--- src/rtl/alu_seq.sv ---
// alu_seq: handshaked execute-stage ALU with flags and an iterative shift-add multiply.
// Define ALU_MUL_EN to build MUL; without it code 12 is an unknown command.
module alu_seq #(
  parameter int WORD_LEN = 32,
  parameter int CMD_LEN  = 4
) (
  input  logic                clk,
  input  logic                rst,
  input  logic                in_valid,
  output logic                in_ready,
  input  logic [CMD_LEN-1:0]  EXE_CMD,
  input  logic [WORD_LEN-1:0] val1,
  input  logic [WORD_LEN-1:0] val2,
  output logic                out_valid,
  input  logic                out_ready,
  output logic [WORD_LEN-1:0] aluOut,
  output logic                zero,
  output logic                ovf
);
  localparam int SW = $clog2(WORD_LEN);
  localparam logic [1:0] IDLE = 2'd0, DONE = 2'd2;
  localparam logic [CMD_LEN-1:0] C_ADD = CMD_LEN'(0), C_SUB = CMD_LEN'(2), C_AND = CMD_LEN'(4),
                                 C_OR = CMD_LEN'(5), C_NOR = CMD_LEN'(6), C_XOR = CMD_LEN'(7),
                                 C_SLL = CMD_LEN'(8), C_SRL = CMD_LEN'(9), C_SRA = CMD_LEN'(10);
`ifdef ALU_MUL_EN
  localparam logic [1:0] BUSY = 2'd1;
  localparam logic [CMD_LEN-1:0] C_MUL = CMD_LEN'(12);
  localparam int CW = SW + 1;
  logic [WORD_LEN-1:0] mcand, mplier, acc, acc_nx;
  logic [CW-1:0]       cnt;
  assign acc_nx = acc + (mplier[0] ? mcand : '0);
`endif
  logic [1:0]          state;
  logic [WORD_LEN-1:0] b, sum, res;
  logic [SW-1:0]       sh;
  logic                accept, add_ovf, ovf_nx;
  // in_ready is held low by rst itself so it is 0 throughout reset
  assign in_ready  = rst && (state == IDLE || (state == DONE && out_ready));
  assign out_valid = state == DONE;
  assign accept    = in_valid && in_ready;
  assign sh        = val2[SW-1:0];
  assign b         = EXE_CMD == C_SUB ? ~val2 + WORD_LEN'(1) : val2;
  assign sum       = val1 + b;
  assign add_ovf   = (val1[WORD_LEN-1] == b[WORD_LEN-1]) && (sum[WORD_LEN-1] != val1[WORD_LEN-1]);
  assign ovf_nx    = (EXE_CMD == C_ADD || EXE_CMD == C_SUB) && add_ovf;
  always_comb begin
    res = '0;
    case (EXE_CMD)
      C_ADD, C_SUB: res = sum;
      C_AND:        res = val1 & val2;
      C_OR:         res = val1 | val2;
      C_NOR:        res = ~(val1 | val2);
      C_XOR:        res = val1 ^ val2;
      C_SLL:        res = val1 << sh;
      C_SRL:        res = val1 >> sh;
      C_SRA:        res = $unsigned($signed(val1) >>> sh);
      default:      res = '0;
    endcase
  end
  always_ff @(posedge clk or negedge rst) begin
    if (!rst) begin
      state  <= IDLE;
      aluOut <= '0;
      zero   <= 1'b0;
      ovf    <= 1'b0;
`ifdef ALU_MUL_EN
      mcand  <= '0;
      mplier <= '0;
      acc    <= '0;
      cnt    <= '0;
`endif
    end else if (accept) begin
`ifdef ALU_MUL_EN
      if (EXE_CMD == C_MUL) begin
        state  <= BUSY;
        mcand  <= val1;
        mplier <= val2;
        acc    <= '0;
        cnt    <= CW'(WORD_LEN);
      end else
`endif
      begin
        state  <= DONE;
        aluOut <= res;
        zero   <= res == '0;
        ovf    <= ovf_nx;
      end
    end
`ifdef ALU_MUL_EN
    else if (state == BUSY) begin
      acc    <= acc_nx;
      mcand  <= mcand << 1;
      mplier <= mplier >> 1;
      cnt    <= cnt - CW'(1);
      if (cnt == CW'(1)) begin
        state  <= DONE;
        aluOut <= acc_nx;
        zero   <= acc_nx == '0;
        ovf    <= 1'b0;
      end
    end
`endif
    else if (state == DONE && out_ready) state <= IDLE;
  end
endmodule

--- config.mk ---
export PLATFORM = sky130hd
export DESIGN_NAME = alu_seq
export DESIGN_NICKNAME = d
export VERILOG_FILES = /design/src/rtl/alu_seq.sv
export SDC_FILE = /design/constraint.sdc
export NUM_CORES = 1
export LEC_CHECK = 0
export ABC_CLOCK_PERIOD_IN_PS = 3300
export BUFFER_PORTS_ARGS = -buffer_cell sky130_fd_sc_hd__buf_2
export CORE_ASPECT_RATIO = 0.7
export CORE_MARGIN = 4
export CORE_UTILIZATION = 45
export CTS_BUF_LIST = sky130_fd_sc_hd__clkbuf_4
export CTS_CLUSTER_SIZE = 25
export DETAILED_ROUTE_END_ITERATION = 8
export PLACE_DENSITY_LB_ADDON = 0.12
export SYNTH_ARGS = -nofsm -noshare
export SYNTH_HDL_FRONTEND = slang
export SYNTH_SLANG_ARGS = --single-unit
--- constraint.sdc ---
create_clock -name clk -period 3.3 [get_ports clk]
set_clock_uncertainty 0.1 [all_clocks]
set_input_delay 0.66 -clock clk [delete_from_list [all_inputs] [get_ports clk]]
set_output_delay 0.66 -clock clk [all_outputs]
set_load 0.005 [all_outputs]
==> run summary <==
status: finished with violations
violated checks: setup timing
Peak supply drop: 0.211 mV
Async SR Flop Fraction: 100%
post-synthesis register bit count: 35
Critical path buffers and inverters: 4
Main synth FF type: dfrtp_1
register area: 876 um^2
CTS Sinks: 35
Critical Path Max Stage Delay: 370 ps
critical-path cell list: buf_8 > nor4_4 > buf_4 > nand2_4 > nor3_4 > nor3b_4 > buf_6 > nand2_4 > o31ai_4 > xnor2_2 > ha_1 > nand4_1 > nor2_2 > o2bb2ai_4 > a211oi_2 > mux2_4 > a211oi_4 > o2111ai_1 > nor4_1 > buf_4 > nand4_1 > o21ai_1
Initial Util: 45.8%
Inserted Clock Buffers: 5
vias in the first global route: 13,100
CP delay by family, top: simple AND/OR/NAND/NOR gates
crit path kind: in2reg
CORE AREA: 22,700 um^2
Arrival @ worst endpoint: 4740 ps
final core utilization: 73.5%
clk_lat worst skew: 350 ps
Final Max Slew Viols: 0
Max stage delay cell, worst path: ha_1
Final period util: 138%
hold crit path type: in2async
largest net degree at the start of global routing: 63
cell row count: 46
fin area: 16,700 um^2
Worst setup SP type: input port
vias per cell: 6.54
Cells after Synth: 1,356
footprint of the multi-input gates: 10,100 um^2
CP endpoint kind: flip-flop
width of the die: 190 um
pin slew with the least headroom to its limit: 951 ps
most common cell after layout, fill and taps aside: buf_4
Peak Freq: 0.220 GHz
Reg2Reg Depth: 9
Pwr Density: 251 nW/um^2
Max Buffers Root-to-Sink: 2
Area after DPL: 14,600 um^2
die height: 135 um
First-pass DRT Iterations: 6
ratio of cells with drive above 1 in the final layout: 48.7%
Setup TNS: -16,930 ps
DR iter-0 viols: 1,998
Lkg Pwr: 0.00778 uW
Required @ worst endpoint: 3490 ps
launch point of the worst reg-to-reg path: state[1]
Fin. Hold Viols: 0
die footprint: 25,600 um^2
yosys warns: 0
RSZ-0062 raised after global routing: yes
first-pass GRT wire length: 82,400 um
# fillers: 1,778
Max-cap violations: 0
Post-route DRC: 0
count of different cell masters after synthesis: 75
number of I/O port buffers: 107
worst-path fanout max: 3
Syn Nets: 1,532
routability cong.: 1.08
worst r2r dst: zero
Worst-path clk slew: 130 ps
GRT Overall Usage: 42.0%
TritonCTS clock tree: done
# IOs: 108
Area Growth Syn to Fin: 60.3%
Post-Syn Area: 10,400 um^2
Final Setup Violations: 29
Post-synth EDFFs: 0
H-tree levels: 2
Root Buffer: clkbuf_4
Final WS setup: -1250 ps
initial antenna violation count: 3
final wirelength: 58,000 um
most frequent cells in the layout: buf_4, nand2_1, buf_2
DP HPWL: 43,200 um
Max-slew headroom: 36.3%
total number of vias: 14,400
post-layout min period: 4550 ps
final hold slack: 261 ps
Final Net Count: 2,065
Final ANT Viol Nets: 0
Avg WL per Cell: 26.3 um
Seq/Total Area, Yosys: 8.43%
r2r setup slk: 580 ps
Avg Cell Area, Syn: 7.66 um^2
global route overflow: 0
## cell type report
type / count / area share [%]
Multi-Input combinational cell: 1138 / 60.5
Timing Repair Buffer: 622 / 29.2
Sequential cell: 35 / 5.26
Tap cell: 312 / 2.34
Inverter: 87 / 2.02
Clock inverter: 2 / 0.360
Clock buffer: 6 / 0.270
Antenna cell: 2 / 0.0300
## cells by family after synthesis
kind of cell / after synthesis / synth area share [%]
XOR/XNOR: 49 / 4.13
multiplexers: 174 / 23.3
AO/OA/AOI/OAI: 408 / 26.0
adder cells (fa/ha/maj): 104 / 12.6
buffers and inverters: 183 / 7.39
AND/OR/NAND/NOR: 403 / 18.2
flip-flops: 35 / 8.43
## registers in the layout (all words and copies together) (netlist names)
name / cells
aluOut: 32
ovf: 1
state: 1
zero: 1
## metrics by stage
stage                     setup WS (ps)  instances  total power (uW)
after floorplan                   -1080       1356              1830
final                             -1250       2204              4180
after global routing              -1330       2202              4330
after detailed placement          -2360       2141              3130
after global placement            -2380       2141              3090
after CTS                          -921       2177              3830
## what timing repair did
item / CTS / global route
gates cloned: 4 / 1
pin swaps: 72 / 65
buffers inserted: 33 / 32
resized for setup: 192 / 101
setup endpoints to repair: 31 / 32
hold buffers: 0 / 0
## where the power goes
part           internal (uW)  total [uW]  switching [uW]  leakage, uW
Clock                    245         406             161    0.0000559
Sequential               510         558            47.8     0.000447
Combinational           1520        3210            1690      0.00727
## worst register-to-register path: stages (launching register included)
cell and delay (ps):
dfrtp_1 410, nand2b_1 110, and3_1 310, o21ai_0 120, or4b_1 620, nor3_1 190
nand4_1 140, nor4_1 320, nand4_1 190, o21ai_1 160
## per-layer routing
| metal | track usage, % | part of all wire, % |
|---|---|---|
| met5 | 0 | 0.040 |
| met4 | 8.88 | 3.5 |
| met3 | 15.8 | 16 |
| met2 | 57.9 | 40 |
| met1 | 62.2 | 41 |
## worst max-delay path by stage
stage / startpoint / to / slack, ps / cells after the start
3_3_place_gp: val2[1] / zero / -2380 / 20
4_1_cts: val2[6] / zero / -920 / 20
2_1_floorplan: val2[1] / zero / -1080 / 23
6_report: val2[6] / zero / -1250 / 22
3_5_place_dp: val2[0] / zero / -2360 / 20
5_1_grt: val2[6] / zero / -1330 / 22
## synth_stat cells (6+ instances only)
cell type	n	area, um^2
buf_4	6	45.0
mux4_2	46	1040
dfrtp_1	35	876
and3_1	11	68.8
or2_2	6	37.5
or3_1	7	43.8
o21a_1	9	67.6
clkbuf_1	57	214
a21oi_1	105	526
o211a_1	9	90.1
nand3_1	33	165
a211oi_1	35	263
nand2b_1	8	50.1
o21ai_0	70	350
a31oi_1	21	131
nor3_1	23	115
mux2i_1	71	711
ha_1	103	1290
buf_1	11	41.3
inv_1	83	312
o32ai_1	7	61.3
and2_1	8	50.1
xor2_1	8	70.1
o211ai_1	36	270
o31ai_1	8	60.1
nand4_1	21	131
xnor2_1	41	359
nor2_1	110	413
a211o_1	7	61.3
buf_2	17	85.1
a21o_1	9	67.6
nor4_1	8	50.1
nor2b_1	11	68.8
mux2_2	55	619
o22ai_1	19	119
nand2_1	135	507
a22oi_1	10	75.1
Note: power is estimated with default switching activity, not from simulation.
